--- config.mk ---
export PLATFORM = sky130hd
export DESIGN_NAME = serial_tx_8bits
export DESIGN_NICKNAME = d
export VERILOG_FILES = /design/src/rtl/serial_tx_8bits.sv
export SDC_FILE = /design/constraint.sdc
export NUM_CORES = 1
export LEC_CHECK = 0
export BUFFER_PORTS_ARGS = -buffer_cell sky130_fd_sc_hd__buf_2
export CAP_MARGIN = 20
export CORE_ASPECT_RATIO = 1.1
export CORE_UTILIZATION = 53
export CTS_CLUSTER_DIAMETER = 200
export CTS_CLUSTER_SIZE = 24
export DETAILED_ROUTE_END_ITERATION = 10
export GPL_TIMING_DRIVEN = 0
export HOLD_SLACK_MARGIN = 0.08
export PLACE_DENSITY = 0.78
export SYNTH_ARGS = -nofsm -noshare
export SYNTH_HDL_FRONTEND = slang
export SYNTH_SLANG_ARGS = --single-unit
--- constraint.sdc ---
create_clock -name clk -period 1.9 [get_ports clk]
set_input_delay 0.38 -clock clk [delete_from_list [all_inputs] [get_ports clk]]
set_output_delay 0.38 -clock clk [all_outputs]
set_load 0.01 [all_outputs]
--- src/rtl/serial_tx_8bits.sv ---
// serial_tx_8bits: parallel-in, serial-out byte transmitter.
// Accepts a byte on a valid/ready handshake and emits it one bit per clock,
// LSB-first or MSB-first, with a per-bit strobe, a last-bit marker, a stall
// input and a one-cycle completion pulse.
// Optional feature macro: PARITY_EN appends an even-parity bit as a 9th bit.
module serial_tx_8bits (
  input  logic       clk,
  input  logic       rst_n,
  input  logic [7:0] in_data,
  input  logic       in_valid,
  output logic       in_ready,
  input  logic       msb_first,
  input  logic       pause,
  output logic       out_serial,
  output logic       out_valid,
  output logic       out_last,
  output logic       done
);

`ifdef PARITY_EN
  typedef enum logic [1:0] {S_IDLE, S_SHIFT, S_PARITY, S_DONE} state_t;
`else
  typedef enum logic [1:0] {S_IDLE, S_SHIFT, S_DONE} state_t;
`endif

  state_t     state_q;
  logic [7:0] sreg_q;
  logic [7:0] sreg_d;
  logic [2:0] cnt_q;
  logic       msb_q;
  logic       in_ready_q;
  logic       emit_q;
  logic       last_q;
  logic       done_q;
  logic       cur_bit;
`ifdef PARITY_EN
  logic       parity_q;
`endif

  // Shift register advanced toward the emitting end, zero-filled
  always_comb begin
    sreg_d = msb_q ? {sreg_q[6:0], 1'b0} : {1'b0, sreg_q[7:1]};
  end

  // Frame FSM with registered output flags (emit/last/done/ready)
  always_ff @(posedge clk or negedge rst_n) begin
    if (!rst_n) begin
      state_q    <= S_IDLE;
      sreg_q     <= '0;
      cnt_q      <= '0;
      msb_q      <= 1'b0;
      in_ready_q <= 1'b1;
      emit_q     <= 1'b0;
      last_q     <= 1'b0;
      done_q     <= 1'b0;
`ifdef PARITY_EN
      parity_q   <= 1'b0;
`endif
    end else begin
      case (state_q)
        S_IDLE: begin
          if (in_valid) begin
            sreg_q     <= in_data;
            msb_q      <= msb_first;
            cnt_q      <= '0;
`ifdef PARITY_EN
            parity_q   <= ^in_data;
`endif
            in_ready_q <= 1'b0;
            emit_q     <= 1'b1;
            last_q     <= 1'b0;
            state_q    <= S_SHIFT;
          end
        end
        S_SHIFT: begin
          if (!pause) begin
            sreg_q <= sreg_d;
            cnt_q  <= cnt_q + 3'd1;
            if (cnt_q == 3'd7) begin
`ifdef PARITY_EN
              last_q  <= 1'b1;
              state_q <= S_PARITY;
`else
              emit_q  <= 1'b0;
              last_q  <= 1'b0;
              done_q  <= 1'b1;
              state_q <= S_DONE;
`endif
            end else begin
`ifndef PARITY_EN
              // Flag is registered, so it is raised one bit early
              last_q <= (cnt_q == 3'd6);
`endif
            end
          end
        end
`ifdef PARITY_EN
        S_PARITY: begin
          if (!pause) begin
            emit_q  <= 1'b0;
            last_q  <= 1'b0;
            done_q  <= 1'b1;
            state_q <= S_DONE;
          end
        end
`endif
        S_DONE: begin
          done_q     <= 1'b0;
          in_ready_q <= 1'b1;
          state_q    <= S_IDLE;
        end
        default: begin
          state_q    <= S_IDLE;
          emit_q     <= 1'b0;
          last_q     <= 1'b0;
          done_q     <= 1'b0;
          in_ready_q <= 1'b1;
        end
      endcase
    end
  end

  // Select the bit currently at the emitting end (or the parity bit)
  always_comb begin
    cur_bit = msb_q ? sreg_q[7] : sreg_q[0];
`ifdef PARITY_EN
    if (state_q == S_PARITY) cur_bit = parity_q;
`endif
  end

  assign in_ready   = in_ready_q;
  assign done       = done_q;
  assign out_valid  = emit_q & ~pause;
  assign out_last   = last_q & ~pause;
  assign out_serial = emit_q & ~pause & cur_bit;

endmodule
# Yosys cells after proc, flatten, opt, wreduce, memory -nomap -nowiden
# Index checks and enable logic that the tools add are counted.
[classes]
eq_ne = 7
bitwise_logic = 7
muxes = 24
add_sub_neg = 1
n_reduce_logical = 9
[ops]
columns = ["op", "count"]
rows = [
  ["$mux 8", 3],
  ["$pmux 8 s2", 1],
  ["$reduce_and 3->1", 4],
  ["$mux 1", 9],
  ["$eq 3x3->1 const B", 2],
  ["$mux 2", 3],
  ["$mux 3", 2],
  ["$ne 2x2->1 const B", 3],
  ["$pmux 1 s3", 2],
  ["$pmux 3 s2", 1],
  ["$not 1->1", 4],
  ["$pmux 1 s2", 2],
  ["$pmux 2 s2", 1],
  ["$reduce_and 2->1", 2],
  ["$reduce_and 4->1", 1],
  ["$add 3x1->3 const B", 1],
  ["$and 1x1->1", 3],
  ["$eq 2x1->1 const B", 1],
  ["$eq 2x2->1 const B", 1],
  ["$logic_not 2->1", 1],
  ["$reduce_bool 2->1", 1],
]
[totals]
register_bits = 18
wordCells = 56

# Depth between registers and ports, before layout
# Gate-level depths: netlist of the first run.
[logic_depth]
word_depth = 4
ltp_mapped = 5
ltp_nobuf = 5

# Least setup slack after synthesis of the first run
# OpenSTA, ideal clock, no wires.
[synth_timing]
path_type = "input -> register"
from = "input pause"
to = "register sreg_q[1]"
slack_ps = 516
setup_ps = 126
path_stages = 5
arrival_time_ps = 1258
path_buffers = 2
cell_sequence = "buf_6 > nand2b_4 > a21o_1 > buf_6 > a221o_1"
[synth_via]
elab_chain_cells = 2
[synth_rtl]
columns = ["item", "line", "text"]
rows = [
  ["start, declared", "13", "input logic pause,"],
  ["$ne 2x2->1 (no line)", "n/a", ""],
  ["$reduce_and 3->1 (no line)", "n/a", ""],
  ["end signal, assigned", "63", "sreg_q <= in_data;"],
  ["end signal, assigned", "77", "sreg_q <= sreg_d;"],
  ["end, declared", "27", "logic [7:0] sreg_q;"],
]
# Every way passes these cells.
# A chain may end at the register's enable or synchronous reset.

# Worst setup path after layout of the first run
[layout_timing]
from = "register msb_q"
to = "output out_serial"
[layout_via]
elab_chain_cells = 2
[layout_rtl]
columns = ["item", "line", "text"]
rows = [
  ["start, declared", "30", "logic msb_q;"],
  ["start signal, assigned", "64", "msb_q <= msb_first;"],
  ["$mux 1", "125", "cur_bit = msb_q ? sreg_q[7] : sreg_q[0];"],
  ["$and 1x1->1", "135", "assign out_serial = emit_q & ~pause & cur_bit;"],
  ["end, declared", "14", "output logic out_serial,"],
]
# Every way passes these cells.

==> summary.md, run 1 <==
| Metric | Value |
|---|---|
| Setup_tns | `0 ns` |
| Row count | `15` |
| Clock sinks | `18` |
| Placed instance area | `0.001061 sq mm` |
| Syn Area/Cell | `11.29 sq um` |
| Largest net degree at the start of global routing | `19` |
| Crit path launch type | `flip-flop` |
| Clk slew on worst S/H paths | `0.10 ns` |
| Cells on worst reg2reg path | `4` |
| Clock tree root driver cell | `clkbuf_4` |
| CTS resizes | `0` |
| Slew headroom | `72.93%` |
| DIE AREA | `0.001985 sq mm` |
| Die Y | `46.63 microns` |
| GRT overflow | `0` |
| Non-filler cells, final | `123` |
| Min-Delay Path Class | `input port to flip-flop` |
| Vias in the first global route | `617` |
| Final GP Congestion | `0.7366` |
| Hold worst-path end | `sreg_q[2]$_DFFE_PN0P_` |
| Final WL | `1661 microns` |
| Worst Hold Path Cells | `2` |
| R2R setup slack | `0.43 ns` |
| Final Cycle Share | `87.40%` |
| CP max stage cell | `dfrtp_1` |
| Vias post-DR | `692` |
| Crit-path cells | `buf_2 > mux2i_1 > nor3_1 > buf_2` |
| Post-synthesis sequential area ratio | `47.07%` |
| CP max stage delay | `0.33 ns` |
| First-pass GRT wire length | `2718 microns` |
| Drc violations | `0` |
| Mapped Cells | `85` |
| LEAKAGE | `0.5747 nW` |
| Crit path top cell by count | `buf_2` |
| Die W | `42.57 microns` |
| PD cells | `1346 mW/mm^2` |
| Worst-path maximum fanout | `10` |
| Final setup fails | `0` |
| Fin. max-slew vios | `0` |
| Worst r2r src | `state_q[1]$_DFFE_PN0P_` |
| Initial DRC Count | `7` |
| CP arrival | `1.28 ns` |
| Share of layout cells above drive strength 1 | `a little over a quarter` |
| Final hold vios | `0` |
| Final Critical Period | `1.661 ns` |
| Min-delay src | `in_data[2]` |
| Setup WS post-layout | `0.2394 ns` |
| Port Buf Inserts | `16` |
| Syn nets | `~100` |
| CTS tree | `yes` |
| Status | `complete, no violations` |
| NumNets Final | `123` |
| Synth warn | `0` |
| Most frequent cells in the layout | `buf_2 (18), dfrtp_1 (17), nor2_1 (12), mux2i_1 (9), a221o_1 (6)` |
| RSZ-0062 raised after global routing | `no` |
| Antenna Nets Post-Route | `0` |
| Crit end category | `primary output` |
| Ys async rst share | `100.0%` |
| Dpl cells | `118` |
| First-pass DRT Iterations | `3` |
| Area growth syn-to-layout | `14.34%` |
| Distinct cells, synth | `29` |
| Final core occ | `67.20%` |
| Worst-case clock buffer depth | `2` |
| Pre-CTS WS | `roughly 0.44 ns` |
| CTS HTree Levels | `1` |
| Ys flop type | `dfrtp_1` |
| Post-Syn Area | `~960 sq um` |
| Initial Util | `58.77%` |
| Initial antenna violation count | `0` |
| Number of max-cap violations | `0` |
| Post-synth EDFFs | `0` |
| Post-DP HPWL | `1222 microns` |
| Core area | `0.001633 sq mm` |
| Critical path class | `flip-flop to primary output` |
| Worst-margin pin slew | `0.4061 ns` |
| Most common cell after layout, fill and taps aside | `buf_2` |
| Skew final | `0.005402 ns` |
| Gr usage total | `18.43%` |
| FMAX | `602.2 MHz` |
| VDD IR max | `617.7 uV` |
| #FFs+latches synth | `18` |
| Critical R2R Capture | `msb_q$_DFFE_PN0P_` |
| Fin area | `0.001097 sq mm` |
| Num CTS Buffers | `3` |
| WP data required | `1.52 ns` |
| Worst skew pair latency | `between 0.2 and 0.3 ns` |
| Top Ports | `18` |
| # diodes | `0` |
| Routed vias/inst | `5.626` |
| Drt wl/cell | `around 14 microns` |
[logic make-up after synthesis]
group	Yosys count	share of synthesized area [%]
AND/OR/NAND/NOR	27	16.95
flip-flops	18	47.07
AO/OA/AOI/OAI	15	12.65
multiplexers	12	12.91
buffers and inverters	10	6.518
adder cells (fa/ha/maj)	3	3.912
[how the worst max path moves through the flow]
stage,from,end,slack (ns),cells after the start
2_1_floorplan,pause,sreg_q[1]$_DFFE_PN0P_,0.52,5
3_3_place_gp,state_q[1]$_DFFE_PN0P_,msb_q$_DFFE_PN0P_,0.46,4
3_5_place_dp,state_q[1]$_DFFE_PN0P_,msb_q$_DFFE_PN0P_,0.44,4
4_1_cts,msb_q$_DFFE_PN0P_,out_serial,0.22,4
5_1_grt,msb_q$_DFFE_PN0P_,out_serial,0.14,4
6_report,msb_q$_DFFE_PN0P_,out_serial,0.24,4
[timing repair]
item,CTS,global route
hold buffers,1,0
buffers inserted,0,0
hold endpoints to repair,17,0
[layer usage]
| metal | GRT usage, % | wire length (microns) |
|---|---|---|
| met1 | 23.49 | 785 |
| met2 | 32.00 | 817 |
| met3 | 3.529 | 42 |
| met4 | 5.625 | 15 |
| met5 | 0 | 0 |
[report_power, final]
| part | switching, mW | total (mW) | internal [mW] | leakage [nW] |
|---|---|---|---|---|
| clock | 0.112 | 0.193 | 0.0813 | 0.0150 |
| sequential | 0.0937 | 0.626 | 0.533 | 0.224 |
| combinational | 0.315 | 0.657 | 0.342 | 0.335 |
[Yosys cell counts, drive strengths merged, types with 2 or more instances]
cell,instances,area share (%)
nor3,2,1.0
dfrtp,17,44
mux2,3,3.5
mux2i,9,9.4
nor4bb,2,2.1
a21oi,2,1.0
a221o,6,6.3
nor2,13,5.3
buf,5,4.6
inv,4,1.6
nand2b,5,4.8
ha,3,3.9
a21o,2,1.6
[metrics by stage]
step	hold WS, ns	power (mW)
after global routing	0.3150	1.580
final	0.3189	1.477
after detailed placement	0.3302	1.301
after CTS	0.3143	1.495
after floorplan	0.08441	1.133
after global placement	0.3303	1.266
[sequential cells by signal, summed over array words and instances (netlist names)]
signal    cells
cnt_q         3
done          1
emit_q        1
in_ready      1
last_q        1
msb_q         1
sreg_q        8
state_q       2
[cell type report]
cell class / instances / area, sq um
flip-flops and latches: 18 / 451.7
well taps: 17 / 21.27
plain buffers: 6 / 47.55
repair buffers: 17 / 90.09
fillers: 140 / 535.5
multi-input cells: 57 / 445.4
clock buffers: 4 / 26.28
inverters: 4 / 15.01
[critical path: cells and delay by family (launching register included)]
kind | cells | cell delay [ns]
buffers and inverters | 2 | 0.39
flip-flops | 1 | 0.33
multiplexers | 1 | 0.23
AND/OR/NAND/NOR | 1 | 0.05
Note: power is estimated with default switching activity, not from simulation.
==> run 2: changes to the inputs <==
--- a/config.mk
+++ b/config.mk
@@ -15,6 +15,7 @@
 export GPL_TIMING_DRIVEN = 0
 export HOLD_SLACK_MARGIN = 0.08
 export PLACE_DENSITY = 0.78
+export RECOVER_POWER = 100
 export SYNTH_ARGS = -nofsm -noshare
 export SYNTH_HDL_FRONTEND = slang
 export SYNTH_SLANG_ARGS = --single-unit
==> summary.md, run 2 (synthesis gave the netlist of run 1 again) <==
| Metric | Value |
|---|---|
| Status | `complete, no violations (unchanged)` |
| Row count | `15 (unchanged)` |
| # diodes | `0 (unchanged)` |
| Initial Util | `58.77% (unchanged)` |
| Dpl cells | `118 (unchanged)` |
| Setup_tns | `0 ns (unchanged)` |
| Cells on worst reg2reg path | `5 (was 4)` |
| Crit path launch type | `flip-flop (unchanged)` |
| Biggest register | `sreg_q (unchanged)` |
| Top Ports | `18 (unchanged)` |
| Num CTS Buffers | `3 (unchanged)` |
| Initial antenna violation count | `0 (unchanged)` |
| DIE AREA | `0.001985 sq mm (unchanged)` |
| Register area | `451.7 sq um (unchanged)` |
| Final WL | `1666 microns (was 1661 microns)` |
| FMAX | `590.4 MHz (was 602.2 MHz)` |
| Clock tree root driver cell | `clkbuf_4 (unchanged)` |
| Vias in the first global route | `617 (unchanged)` |
| Largest net degree at the start of global routing | `19 (unchanged)` |
| Initial DRC Count | `8 (was 7)` |
| Gr busiest metal | `met2 (unchanged)` |
| First-pass DRT Iterations | `3 (unchanged)` |
| Gr usage total | `18.43% (unchanged)` |
| Final Cycle Share | `89.14% (was 87.40%)` |
| Crit end category | `primary output (unchanged)` |
| Number of max-cap violations | `0 (unchanged)` |
| Area growth syn-to-layout | `11.86% (was 14.34%)` |
| LEAKAGE | `0.5427 nW (was 0.5747 nW)` |
| RSZ-0062 raised after global routing | `no (unchanged)` |
| Worst-margin pin slew | `0.9716 ns (was 0.4061 ns)` |
| Worst-path maximum fanout | `10 (unchanged)` |
| Most frequent cells in the layout | `dfrtp_1 (17), nor2_1 (13), buf_2 (12), mux2i_1 (9), clkbuf_1 (8) (was buf_2 (18), dfrtp_1 (17), nor2_1 (12), mux2i_1 (9), a221o_1 (6))` |
| CP max stage delay | `0.37 ns (was 0.33 ns)` |
| Core area | `0.001633 sq mm (unchanged)` |
| Die W | `42.57 microns (unchanged)` |
| Drt wl/cell | `13.54 microns (was 13.50 microns)` |
| CTS tree | `yes (unchanged)` |
| R2R setup slack | `0.28 ns (was 0.43 ns)` |
| Skew final | `0.005728 ns (was 0.005402 ns)` |
| Min-Delay Path Class | `input port to flip-flop (unchanged)` |
| Antenna Nets Post-Route | `0 (unchanged)` |
| Share of layout cells above drive strength 1 | `19.81% (was 27.36%)` |
| Clock sinks | `18 (unchanged)` |
| Clk slew on worst S/H paths | `0.10 ns (about the same)` |
| NumNets Final | `123 (unchanged)` |
| Min-delay src | `in_data[2] (unchanged)` |
| GRT overflow | `0 (unchanged)` |
| Most common cell after layout, fill and taps aside | `dfrtp_1 (was buf_2)` |
| Die Y | `46.63 microns (unchanged)` |
| Hold worst-path end | `sreg_q[2]$_DFFE_PN0P_ (unchanged)` |
| WP data required | `1.52 ns (about the same)` |
| CP arrival | `1.31 ns (was 1.28 ns)` |
| PD cells | `1343 mW/mm^2 (was 1346 mW/mm^2)` |
| CTS HTree Levels | `1 (unchanged)` |
| Final hold vios | `0 (unchanged)` |
| VDD IR max | `610.4 uV (was 617.7 uV)` |
| Crit-path cells | `clkbuf_2 > mux2i_1 > nor3_1 > buf_2 (was buf_2 > mux2i_1 > nor3_1 > buf_2)` |
| Final Critical Period | `1.694 ns (was 1.661 ns)` |
| Final setup fails | `0 (unchanged)` |
| Met3 usage | `3.529% (unchanged)` |
| Vias post-DR | `690 (was 692)` |
| Critical R2R Capture | `sreg_q[3]$_DFFE_PN0P_ (was msb_q$_DFFE_PN0P_)` |
| Max reg flops | `8 (unchanged)` |
| Slew headroom | `35.22% (was 72.93%)` |
| Fin. max-slew vios | `0 (unchanged)` |
| Biggest regs | `sreg_q x8, cnt_q x3, state_q x2 (unchanged)` |
| # fillers | `149 (was 140)` |
| Non-filler cells, final | `123 (unchanged)` |
| Port Buf Inserts | `16 (unchanged)` |
| First-pass GRT wire length | `2718 microns (unchanged)` |
| Worst skew pair latency | `0.28 ns (about the same)` |
| Routed vias/inst | `5.610 (was 5.626)` |
| GR Util met1 | `23.49% (unchanged)` |
| Drc violations | `0 (unchanged)` |
| CP max stage cell | `dfrtp_1 (unchanged)` |
| Post-DP HPWL | `1222 microns (unchanged)` |
| Area taken by multi-input logic gates | `435.4 sq um (was 445.4 sq um)` |
| Worst-case clock buffer depth | `2 (unchanged)` |
| Final GP Congestion | `0.7366 (unchanged)` |
| Worst r2r src | `state_q[0]$_DFFE_PN0P_ (was state_q[1]$_DFFE_PN0P_)` |
| Critical path class | `flip-flop to primary output (unchanged)` |
| Worst Hold Path Cells | `2 (unchanged)` |
| Global Route met2 Usage | `32.00% (unchanged)` |
[run 2: changes by cell type in the layout (fill, tap and decap cells not counted)]
cell,previous run,this run
buf_2,18,12
clkbuf_1,2,8
a21boi_0,0,1
a21boi_1,1,0
buf_6,3,2
clkbuf_2,0,1
nand2b_1,3,4
nand2b_4,2,1
nor2_1,12,13
nor2_2,1,0
o21ai_0,0,1
o21ai_1,1,0
[run 2: critical path, delay by kind of cell, from the launching register on]
kind                   cells  cell delay, ns
and+or+nand+nor            1            0.12
DFF                        1            0.37
buffers and inverters      2            0.37
muxes                      1            0.17
[run 2: area by class of cell]
type,count,area share [%]
plain buffers,6,3.730
clock buffers,4,2.448
inverters,4,1.399
multi-input cells,57,40.56
flip-flops and latches,18,42.07
well taps,17,1.981
repair buffers,17,7.809
[run 2: per-layer routing]
metal  wire (microns)  part of all wire, %
met5                0                    0
met4               15                 0.90
met3               47                  2.8
met2              812                   49
met1              790                   47
[run 2: how the worst max path moves through the flow]
stage                           startpoint                     to  slack (ns)  depth (start not counted)
CTS                      msb_q$_DFFE_PN0P_             out_serial        0.22                          4
global route             msb_q$_DFFE_PN0P_             out_serial        0.08                          4
global placement    state_q[1]$_DFFE_PN0P_      msb_q$_DFFE_PN0P_        0.46                          4
finish                   msb_q$_DFFE_PN0P_             out_serial        0.21                          4
detailed placement  state_q[1]$_DFFE_PN0P_      msb_q$_DFFE_PN0P_        0.44                          4
floorplan                            pause  sreg_q[1]$_DFFE_PN0P_        0.52                          5
[run 2: repair_timing]
item                      CTS  global route
hold buffers                1             0
gates resized for setup     0             0
buffers inserted            0             0
hold endpoints to repair   17             0
[run 2: through the flow]
stage	hold slack, ns	utilization (%)	instance area (sq um)	total power [mW]	setup slack, ns
final	0.3198	65.75	1074	1.442	0.2063
after global routing	0.3150	65.75	1074	1.547	0.08436
after CTS	0.3143	67.20	1097	1.495	0.2227
after detailed placement	0.3302	64.98	1061	1.301	0.4353
after global placement	0.3303	64.98	1061	1.266	0.4613
after floorplan	0.08441	-	959.7	1.133	0.5158
[run 2: power breakdown]
group | leakage, nW | switching (mW) | internal, mW
sequential | 0.224 | 0.0922 | 0.533
combinational | 0.303 | 0.311 | 0.314
clock | 0.0150 | 0.111 | 0.0813
